--- src/rtl/la_eth_uploader_if.sv ---
`default_nettype none
// +----------------------------------------------------------------------------+
// | Module   : la_eth_uploader_if                                              |
// | Brief    : FIFO read side, UDP transmit handshake and status of the        |
// |            logic-analyser uploader.                                        |
// | Revision : 1.0                                                             |
// +----------------------------------------------------------------------------+
interface la_eth_uploader_if #(
    parameter int WORD_WIDTH = 256,
    parameter int CNT_WIDTH  = 10,
    parameter int LEN_WIDTH  = 16
);
    logic                  arm;
    logic                  capture_done;
    logic [WORD_WIDTH-1:0] fifo_dout;
    logic                  fifo_empty;
    logic [CNT_WIDTH-1:0]  fifo_rd_cnt;
    logic                  fifo_rd_en;
    logic                  udp_tx_req;
    logic [LEN_WIDTH-1:0]  udp_tx_len;
    logic                  udp_tx_ack;
    logic                  udp_tx_data_req;
    logic [7:0]            udp_tx_data;
    logic                  udp_tx_done;
    logic                  read_done;
    logic [15:0]           pkt_seq;

    modport master (
        input  arm, capture_done, fifo_dout, fifo_empty, fifo_rd_cnt,
               udp_tx_ack, udp_tx_data_req, udp_tx_done,
        output fifo_rd_en, udp_tx_req, udp_tx_len, udp_tx_data, read_done, pkt_seq
    );

    modport slave (
        output arm, capture_done, fifo_dout, fifo_empty, fifo_rd_cnt,
               udp_tx_ack, udp_tx_data_req, udp_tx_done,
        input  fifo_rd_en, udp_tx_req, udp_tx_len, udp_tx_data, read_done, pkt_seq
    );
endinterface
`default_nettype wire

--- src/rtl/la_eth_uploader.sv ---
`default_nettype none
// +----------------------------------------------------------------------------+
// | Module   : la_eth_uploader                                                 |
// | Brief    : Drains the capture FIFO into UDP packets, one byte per engine   |
// |            data request. Optional 4-byte header: LA_UPLOAD_HEADER_EN.      |
// | Revision : 1.0                                                             |
// +----------------------------------------------------------------------------+
module la_eth_uploader #(
    parameter int WORD_WIDTH = 256,
    parameter int CNT_WIDTH  = 10,
    parameter int PKT_WORDS  = 32,
    parameter int LEN_WIDTH  = 16
) (
    input  logic              clk,
    input  logic              rst,
    la_eth_uploader_if.master bus
);

    localparam int c_BYTES = WORD_WIDTH / 8;
    localparam int c_IDX_W = (c_BYTES > 1) ? $clog2(c_BYTES) : 1;
    localparam logic [c_IDX_W-1:0]   c_LAST_IDX  = c_IDX_W'(c_BYTES - 1);
    localparam logic [CNT_WIDTH-1:0] c_PKT_WORDS = CNT_WIDTH'(PKT_WORDS);

    typedef enum logic [2:0] {
        S_IDLE = 3'd0,
        S_WAIT = 3'd1,
        S_REQ  = 3'd2,
        S_HDR  = 3'd3,
        S_SEND = 3'd4,
        S_GAP  = 3'd5
    } state_t;

`ifdef LA_UPLOAD_HEADER_EN
    localparam logic [LEN_WIDTH-1:0] c_HDR_LEN   = LEN_WIDTH'(4);
    localparam logic [c_IDX_W-1:0]   c_HDR_LAST  = c_IDX_W'(3);
    localparam state_t               c_FIRST_DAT = S_HDR;
    logic [CNT_WIDTH-1:0] r_n_words;
`else
    localparam logic [LEN_WIDTH-1:0] c_HDR_LEN   = '0;
    localparam state_t               c_FIRST_DAT = S_SEND;
`endif

    state_t                r_state, w_next;
    logic [WORD_WIDTH-1:0] r_word_buf;
    logic [c_IDX_W-1:0]    r_byte_idx, w_idx_next;
    logic [CNT_WIDTH-1:0]  r_words_left, w_n;
    logic [LEN_WIDTH-1:0]  r_tx_len, w_len;
    logic [7:0]            r_tx_data, w_emit_byte;
    logic [15:0]           r_pkt_seq;
    logic                  r_tx_req, r_read_done, r_loaded, r_acked, r_done_seen;
    logic                  w_pop, w_emit;

    always_ff @(posedge clk or posedge rst) begin
        if (rst) r_state <= S_IDLE;
        else     r_state <= w_next;
    end

    always_comb begin
        w_next      = r_state;
        w_pop       = 1'b0;
        w_emit      = 1'b0;
        w_n         = '0;
        w_idx_next  = r_byte_idx + 1'b1;
        w_emit_byte = r_word_buf[{r_byte_idx, 3'b000} +: 8];
        case (r_state)
            S_IDLE: if (bus.arm) w_next = S_WAIT;
            S_WAIT: begin
                if (bus.fifo_rd_cnt >= c_PKT_WORDS) begin
                    w_n    = c_PKT_WORDS;
                    w_next = S_REQ;
                end else if (bus.capture_done && bus.fifo_rd_cnt != '0) begin
                    w_n    = bus.fifo_rd_cnt;
                    w_next = S_REQ;
                end else if (bus.capture_done && bus.fifo_empty) begin
                    w_next = S_IDLE;
                end
            end
            // First word is popped exactly once, whether or not ack has come yet
            S_REQ: begin
                w_pop = !r_loaded && !bus.fifo_empty;
                if ((r_acked || bus.udp_tx_ack) && (r_loaded || w_pop))
                    w_next = c_FIRST_DAT;
            end
`ifdef LA_UPLOAD_HEADER_EN
            S_HDR: begin
                case (r_byte_idx[1:0])
                    2'd0:    w_emit_byte = r_pkt_seq[15:8];
                    2'd1:    w_emit_byte = r_pkt_seq[7:0];
                    2'd2:    w_emit_byte = 8'(r_n_words);
                    default: w_emit_byte = 8'hA5;
                endcase
                if (bus.udp_tx_data_req) begin
                    w_emit = 1'b1;
                    if (r_byte_idx == c_HDR_LAST) begin
                        w_idx_next = '0;
                        w_next     = S_SEND;
                    end
                end
            end
`endif
            // An empty FIFO at a word boundary stalls the byte rather than emit stale data
            S_SEND: begin
                if (bus.udp_tx_data_req) begin
                    if (r_byte_idx == c_LAST_IDX) begin
                        w_idx_next = '0;
                        if (r_words_left != '0) begin
                            if (!bus.fifo_empty) begin
                                w_pop  = 1'b1;
                                w_emit = 1'b1;
                            end
                        end else begin
                            w_emit = 1'b1;
                            w_next = S_GAP;
                        end
                    end else begin
                        w_emit = 1'b1;
                    end
                end
            end
            S_GAP: if (bus.udp_tx_done || r_done_seen) w_next = S_WAIT;
            default: w_next = S_IDLE;
        endcase
    end

    assign w_len = LEN_WIDTH'(w_n) * LEN_WIDTH'(c_BYTES) + c_HDR_LEN;

    always_ff @(posedge clk or posedge rst) begin
        if (rst) begin
            r_word_buf   <= '0;
            r_byte_idx   <= '0;
            r_words_left <= '0;
            r_tx_len     <= '0;
            r_tx_data    <= '0;
            r_pkt_seq    <= '0;
            r_tx_req     <= 1'b0;
            r_read_done  <= 1'b1;
            r_loaded     <= 1'b0;
            r_acked      <= 1'b0;
            r_done_seen  <= 1'b0;
`ifdef LA_UPLOAD_HEADER_EN
            r_n_words    <= '0;
`endif
        end else begin
            if (r_state == S_IDLE && bus.arm) begin
                r_read_done <= 1'b0;
                r_pkt_seq   <= '0;
            end
            if (r_state == S_WAIT && w_next == S_IDLE)
                r_read_done <= 1'b1;
            if (r_state == S_WAIT && w_next == S_REQ) begin
                r_tx_req     <= 1'b1;
                r_tx_len     <= w_len;
                r_words_left <= w_n - 1'b1;
                r_byte_idx   <= '0;
                r_loaded     <= 1'b0;
                r_acked      <= 1'b0;
                r_done_seen  <= 1'b0;
`ifdef LA_UPLOAD_HEADER_EN
                r_n_words    <= w_n;
`endif
            end
            if (r_state == S_REQ && bus.udp_tx_ack) begin
                r_tx_req <= 1'b0;
                r_acked  <= 1'b1;
            end
            if (w_pop) begin
                r_word_buf <= bus.fifo_dout;
                if (r_state == S_REQ) r_loaded     <= 1'b1;
                else                  r_words_left <= r_words_left - 1'b1;
            end
            if (w_emit) begin
                r_tx_data  <= w_emit_byte;
                r_byte_idx <= w_idx_next;
            end
            // Engine may report completion before the last byte leaves this block
            if (bus.udp_tx_done && (r_state == S_REQ || r_state == S_HDR || r_state == S_SEND))
                r_done_seen <= 1'b1;
            if (r_state == S_GAP && w_next == S_WAIT) begin
                r_pkt_seq   <= r_pkt_seq + 16'd1;
                r_done_seen <= 1'b0;
            end
        end
    end

    assign bus.fifo_rd_en  = w_pop;
    assign bus.udp_tx_req  = r_tx_req;
    assign bus.udp_tx_len  = r_tx_len;
    assign bus.udp_tx_data = r_tx_data;
    assign bus.read_done   = r_read_done;
    assign bus.pkt_seq     = r_pkt_seq;

endmodule
`default_nettype wire

--- src/flat_wrapper.sv ---
// flat-port wrapper written by rule: the top's interface ports become plain ports
module la_eth_uploader_flat 
#(
    parameter int WORD_WIDTH = 256,
    parameter int CNT_WIDTH  = 10,
    parameter int PKT_WORDS  = 32,
    parameter int LEN_WIDTH  = 16
)
  (clk, rst, bus_arm, bus_capture_done, bus_fifo_dout, bus_fifo_empty, bus_fifo_rd_cnt, bus_udp_tx_ack, bus_udp_tx_data_req, bus_udp_tx_done, bus_fifo_rd_en, bus_udp_tx_req, bus_udp_tx_len, bus_udp_tx_data, bus_read_done, bus_pkt_seq);
  la_eth_uploader_if #(.WORD_WIDTH(WORD_WIDTH), .CNT_WIDTH(CNT_WIDTH), .LEN_WIDTH(LEN_WIDTH)) bus_i ();
  input  logic clk;
  input  logic rst;
  input wire logic [$bits(bus_i.arm)-1:0] bus_arm;
  input wire logic [$bits(bus_i.capture_done)-1:0] bus_capture_done;
  input wire logic [$bits(bus_i.fifo_dout)-1:0] bus_fifo_dout;
  input wire logic [$bits(bus_i.fifo_empty)-1:0] bus_fifo_empty;
  input wire logic [$bits(bus_i.fifo_rd_cnt)-1:0] bus_fifo_rd_cnt;
  input wire logic [$bits(bus_i.udp_tx_ack)-1:0] bus_udp_tx_ack;
  input wire logic [$bits(bus_i.udp_tx_data_req)-1:0] bus_udp_tx_data_req;
  input wire logic [$bits(bus_i.udp_tx_done)-1:0] bus_udp_tx_done;
  output wire logic [$bits(bus_i.fifo_rd_en)-1:0] bus_fifo_rd_en;
  output wire logic [$bits(bus_i.udp_tx_req)-1:0] bus_udp_tx_req;
  output wire logic [$bits(bus_i.udp_tx_len)-1:0] bus_udp_tx_len;
  output wire logic [$bits(bus_i.udp_tx_data)-1:0] bus_udp_tx_data;
  output wire logic [$bits(bus_i.read_done)-1:0] bus_read_done;
  output wire logic [$bits(bus_i.pkt_seq)-1:0] bus_pkt_seq;
  assign bus_i.arm = bus_arm;
  assign bus_i.capture_done = bus_capture_done;
  assign bus_i.fifo_dout = bus_fifo_dout;
  assign bus_i.fifo_empty = bus_fifo_empty;
  assign bus_i.fifo_rd_cnt = bus_fifo_rd_cnt;
  assign bus_i.udp_tx_ack = bus_udp_tx_ack;
  assign bus_i.udp_tx_data_req = bus_udp_tx_data_req;
  assign bus_i.udp_tx_done = bus_udp_tx_done;
  assign bus_fifo_rd_en = bus_i.fifo_rd_en;
  assign bus_udp_tx_req = bus_i.udp_tx_req;
  assign bus_udp_tx_len = bus_i.udp_tx_len;
  assign bus_udp_tx_data = bus_i.udp_tx_data;
  assign bus_read_done = bus_i.read_done;
  assign bus_pkt_seq = bus_i.pkt_seq;
  la_eth_uploader #(.WORD_WIDTH(WORD_WIDTH), .CNT_WIDTH(CNT_WIDTH), .PKT_WORDS(PKT_WORDS), .LEN_WIDTH(LEN_WIDTH)) u_core (.clk(clk), .rst(rst), .bus(bus_i));
endmodule
--- config.mk ---
export PLATFORM = sky130hd
export DESIGN_NAME = la_eth_uploader_flat
export DESIGN_NICKNAME = d
export VERILOG_FILES = /design/src/rtl/la_eth_uploader_if.sv /design/src/rtl/la_eth_uploader.sv /design/src/flat_wrapper.sv
export SDC_FILE = /design/constraint.sdc
export NUM_CORES = 1
export LEC_CHECK = 0
export CAP_MARGIN = 20
export CORE_MARGIN = 5
export CORE_UTILIZATION = 51
export DETAILED_ROUTE_END_ITERATION = 8
export GPL_TIMING_DRIVEN = 0
export PLACE_DENSITY = 0.91
export SYNTH_ARGS = -nofsm -noshare
export SYNTH_HDL_FRONTEND = slang
export SYNTH_SLANG_ARGS = --single-unit
--- constraint.sdc ---
create_clock -name clk -period 13.4 [get_ports clk]
set_input_delay 1.34 -clock clk [delete_from_list [all_inputs] [get_ports clk]]
set_output_delay 1.34 -clock clk [all_outputs]
set_load 0.005 [all_outputs]
# Word level (Yosys, flattened, before mapping)
# Cells that the tools add are included.
word_totals:
  ramBits: 0
  memories: 0
  in_bits: 274
  rom_bits: 0
  regBits: 313
  latchBits: 0
  out_inout_bits: 43
  word_cells: 95
classes:
  order_cmp: 1
  reduce_logical: 26
  n_shift: 1
  bitwise: 0
  muxes: 43
  addsub: 4
  multipliers: 0
  n_eq_ne: 8
  div_mod_pow: 0
op_table:
  columns: ["op", "n"]
  rows:
  - ["$shiftx 256x9->8", 1]
  - ["$mux 10", 6]
  - ["$mux 16", 2]
  - ["$mux 3", 9]
  - ["$mux 5", 5]
  - ["$reduce_bool 10->1", 2]
  - ["$sub 10x1->10 const B", 2]
  - ["$mux 1", 19]
  - ["$add 16x1->16 const B", 1]
  - ["$pmux 3 s5", 1]
  - ["$ge 10x6->1 const B", 1]
  - ["$logic_and 1x1->1", 10]
  - ["$eq 3x2->1 const B", 3]
  - ["$reduce_bool 2->1", 4]
  - ["$eq 3x1->1 const B", 2]
  - ["$eq 3x3->1 const B", 2]
  - ["$logic_not 3->1", 2]
  - ["$add 5x1->5 const B", 1]
  - ["$eq 5x5->1 const B", 1]
  - ["$logic_or 1x1->1", 5]
  - ["$reduce_bool 3->1", 1]
  - ["$logic_not 1->1", 2]
  - ["$pmux 1 s2", 1]

# Longest topological paths before layout
logic_depth:
  word_depth: 11
  mapped_depth: 10
  mapped_depth_nobuf: 8

# Worst setup path after synthesis
# OpenSTA, ideal clock, no wires.
synth_path:
  kind: "input-to-output"
  from: "input port bus_udp_tx_data_req"
  to: "output port bus_fifo_rd_en"
  t_arrival_ps: 2232
  path_buffers: 2
  stages: 5
  setup_slack_ps: 9828
  required_time_ps: 12060
  cell_sequence: "nor3b_2 > nand3_1 > a21oi_4 > buf_4 > buf_6"
synth_between:
  elab_chain_cells: 2
synth_lines:
  columns: ["item", "line_no", "source"]
  rows:
  - ["start: declaration", "flat_wrapper.sv:19", "input wire logic [$bits(bus_i.udp_tx_data_req)-1:0] bus_udp_tx_data_req;"]
  - ["$mux 1", "la_eth_uploader.sv:103", "if (bus.udp_tx_data_req) begin"]
  - ["$pmux 1 s2", "la_eth_uploader.sv:65", "case (r_state)"]
  - ["end: declaration", "flat_wrapper.sv:21", "output wire logic [$bits(bus_i.fifo_rd_en)-1:0] bus_fifo_rd_en;"]
# Every way passes these cells.

# Final worst setup path
layout_path:
  from: "register u_core.r_byte_idx[2]"
  to: "output port bus_fifo_rd_en"
layout_between:
  elab_chain_cells: 4
layout_lines:
  columns: ["item", "line_no", "source"]
  rows:
  - ["start: declaration", "la_eth_uploader.sv:45", "logic [c_IDX_W-1:0] r_byte_idx, w_idx_next;"]
  - ["start signal: assignment", "la_eth_uploader.sv:173", "r_byte_idx <= w_idx_next;"]
  - ["$eq 5x5->1", "la_eth_uploader.sv:104", "if (r_byte_idx == c_LAST_IDX) begin"]
  - ["$mux 1", "la_eth_uploader.sv:104", null]
  - ["$mux 1", "la_eth_uploader.sv:103", null]
  - ["$pmux 1 s2", "la_eth_uploader.sv:65", null]
# Every way passes these cells.

==> metrics.txt <==
Setup WS post-layout 8.395 ns; cts repair resizes 0; final hold vios 0; WP data arrival 3.67 ns; top_reg_cell synth dfrtp_1; DR vias 10.03k; pre-CTS WS 8.551 ns; CP Capture Type primary output; most crowded layer after global routing met2; Setup Crit Path Kind reg -> out; post-route insts no fill 1731; met3 Usage GRT 0.06231; Final Cycle Share 0.3735; Port Buf Inserts 310; Top Ports 317; initial core utilization 0.5182; synthesized area per cell 14.88 sq um; M2 GR Usage 0.4465; endpoints failing setup 0; Power Density 201.7 nW/um^2; Fin Setup TNS 0 ns; Fmax 0.1998 GHz; Post-synth EDFFs 0; final wirelength 41.88 mm; Mapped Area 14440 sq um; grt total ovfl 0; max incr delay on CP 0.54 ns; Core ar. 27860 sq um; Clock power frac 0.259; RSZ-0062 raised after global routing no; Tmin final 5.005 ns; Syn Inst Count 970; startpoint types flop; CP max-delay cell clkdlybuf4s50_1; HPWL after detailed placement 31.08 mm; Clock Tree Buf Depth 3; maximum fanout along the worst path 10; Max Slew Vio Count 0; GP Congestion 0.9039; Post-CTS Setup Repair Bufs 0; die width 178.2 microns; first-pass GRT wire length 63.73 mm; Die Y-Extent 178.2 microns; Die Area 31770 sq um; Routed wire per std cell 24.19 microns; CTS tree done; leakage 0.007999 uW; flops & latches, synth 313; clk sinks 313; worst vdd ir 0.1304 mV; met1 Use GR 0.3425; synth unique cells 53; fin nets 1601; H-Tree Depth 2; Detail Route Antenna Nets 0; Seq/Total Area, Yosys 0.5426; clk_lat worst skew 0.51 ns; initial antenna violation count 4; dpl cells 1665; clk slew on worst S/H paths 0.06 ns; skew final 0.01773 ns; status finished, final reports clean; share of cells above drive strength 1 0.1861; Root Driver clkbuf_16; sequential power share 0.407; Psw 1158 uW; number of remaining DRC errors 0; CP bufs+invs 5; Top delay family on crit path buffers and inverters; cell internal pwr 2742 uW; total global-route track usage 0.2636; drt pass-1 iters 6; Worst EP required 12.06 ns; hold_buf cts 0; asr flop ratio synth 1.000; Area growth, synth to finish 33.90%; slew of the pin with the lowest slew margin 0.9834 ns; crit-path cells clkbuf_1 > clkbuf_1 > and3_1 > ha_1 > nand3_1 > a21oi_4 > buf_4 > buf_6 > clkdlybuf4s50_1; Worst slew margin 0.3444; number of global-route vias before repair 10.98k; number of core rows 61; Via density 5.793; cts bufs inserted 34; largest net degree at the start of global routing 123; sw frac 0.2969; Syn. warnings 0; Max-cap violations 0; initial DRC count 740; Gate power share 0.335; cell mode on critical path clkbuf_1; worst hold path type reg -> reg
power by group through the flow:
stage	Sequential (uW)	Clock, uW	Combinational [uW]
floorplan	1510	0	899
finish	1590	1010	1300
detailed placement	1590	0	1300
CTS	1580	1020	1320
global route	1630	1060	1410
global placement	1560	0	1250
final timing paths:
path,from,end,slack (ns),depth (start not counted)
worst max-delay path,u_core.r_byte_idx[2],bus_fifo_rd_en,8.39,9
worst min-delay path,u_core.r_word_buf[222],u_core.r_word_buf[222],0.48,1
worst max register to register,u_core.r_byte_idx[2],u_core.r_words_left[3],10.16,10
worst min register to register,u_core.r_word_buf[222],u_core.r_word_buf[222],0.48,1
max in group asynchronous,rst,u_core.r_word_buf[179],11.03,3
min in group asynchronous,rst,u_core.bus.pkt_seq[8],1.34,2
per-stage QoR:
stage / utilization / hold slack (ns) / instance area (sq um) / total power (uW)
global route: 0.6937 / 0.4951 / 19320 / 4100
CTS: 0.6935 / 0.4811 / 19320 / 3917
detailed placement: 0.6495 / 0.4686 / 18090 / 2895
floorplan: - / 0.4524 / 14460 / 2413
global placement: 0.6472 / 0.4611 / 18030 / 2811
finish: 0.6939 / 0.4775 / 19330 / 3899
worst register-to-register path, delay by kind of cell (launching register included):
family | cells | cell delay [ns]
compound gates | 1 | 0.17
fa+ha+maj | 1 | 0.26
buf+inv | 4 | 1.19
flops | 1 | 0.33
mux | 1 | 0.36
simple gates | 3 | 0.82
registers in the layout, indices dropped and copies added (netlist names):
signal	cells
u_core.r_word_buf	256
u_core.bus.udp_tx_len	10
u_core.bus.udp_tx_data	8
u_core.r_loaded	1
u_core.r_acked	1
u_core.bus.read_done	1
u_core.r_words_left	10
u_core.r_state	3
u_core.bus.pkt_seq	16
u_core.bus.udp_tx_req	1
u_core.r_byte_idx	5
u_core.r_done_seen	1
cells in the mapped netlist, types with 2 or more instances:
| cell | n | area [sq um] |
|---|---|---|
| dfrtp_1 | 312 | 7807 |
| mux2_1 | 196 | 2207 |
| mux4_2 | 71 | 1599 |
| mux2_2 | 64 | 720.7 |
| nor2_1 | 31 | 116.4 |
| nand2_1 | 27 | 101.4 |
| o21ai_0 | 27 | 135.1 |
| a21oi_1 | 26 | 130.1 |
| buf_6 | 26 | 292.8 |
| nand3_1 | 17 | 85.08 |
| a22oi_1 | 15 | 112.6 |
| buf_4 | 14 | 105.1 |
| clkbuf_1 | 12 | 45.04 |
| buf_2 | 11 | 55.05 |
| nor3_1 | 11 | 55.05 |
| a22o_1 | 10 | 87.58 |
| and2_1 | 9 | 56.30 |
| inv_1 | 7 | 26.28 |
| mux2i_1 | 7 | 70.07 |
| o21a_1 | 6 | 45.04 |
| a21o_1 | 5 | 37.54 |
| and3_1 | 5 | 31.28 |
| buf_1 | 4 | 15.01 |
| ha_1 | 4 | 50.05 |
| o31ai_1 | 4 | 30.03 |
| a31oi_1 | 3 | 18.77 |
| a32oi_1 | 3 | 26.28 |
| nand4_1 | 3 | 18.77 |
| nor2b_1 | 3 | 18.77 |
| nor3b_1 | 3 | 22.52 |
| o22ai_1 | 3 | 18.77 |
| xor2_1 | 3 | 26.28 |
| a211o_1 | 2 | 17.52 |
| a221o_1 | 2 | 20.02 |
| nand2b_1 | 2 | 12.51 |
| nor3b_2 | 2 | 25.02 |
| or3_1 | 2 | 12.51 |
| or4_1 | 2 | 15.01 |
| xnor2_1 | 2 | 17.52 |
final cells by class:
cell class | count | area (sq um)
fill | 1874 | 8528
sequential | 313 | 7834
multi-input combinational | 588 | 6082
timing repair buffer | 312 | 3158
clock buffer | 53 | 1076
buffer | 67 | 513.0
tap | 378 | 473.0
clock inverter | 9 | 150.1
inverter | 7 | 33.78
antenna | 4 | 10.01
layer usage:
| layer | vias up | part of all wire |
|---|---|---|
| met3 | 85 | 0.084 |
| met5 | - | 0.00064 |
| met2 | 453 | 0.50 |
| met1 | 5160 | 0.39 |
| li1 | 4325 | - |
| met4 | 4 | 0.027 |
placed cells by master (no fill, tap or decap), types with 17 or more instances in the layout:
cell type,Yosys,final
mux4_2,71,71
nor2_1,31,31
clkbuf_16,0,37
buf_6,26,26
nand3_1,17,17
clkdlybuf4s50_1,0,310
o21ai_0,27,27
dfrtp_1,312,312
mux2_2,64,64
nand2_1,27,27
clkbuf_1,12,19
a21oi_1,26,26
mux2_1,196,196
kinds of logic (layout without fill, tap and decap cells):
logic type | count (synthesis) | in the layout | share of synthesized area
and+or+nand+nor | 124 | 124 | 0.04429
buffers and inverters | 74 | 448 | 0.03735
muxes | 338 | 338 | 0.3184
adders and majority gates | 4 | 4 | 0.003467
AOI/OAI and AO/OA | 111 | 111 | 0.05053
xor gates and xnor gates | 5 | 5 | 0.003034
other | 1 | 10 | 0.0002598
DFF | 313 | 313 | 0.5426
No activity file was read; power rests on OpenSTA's default activity.
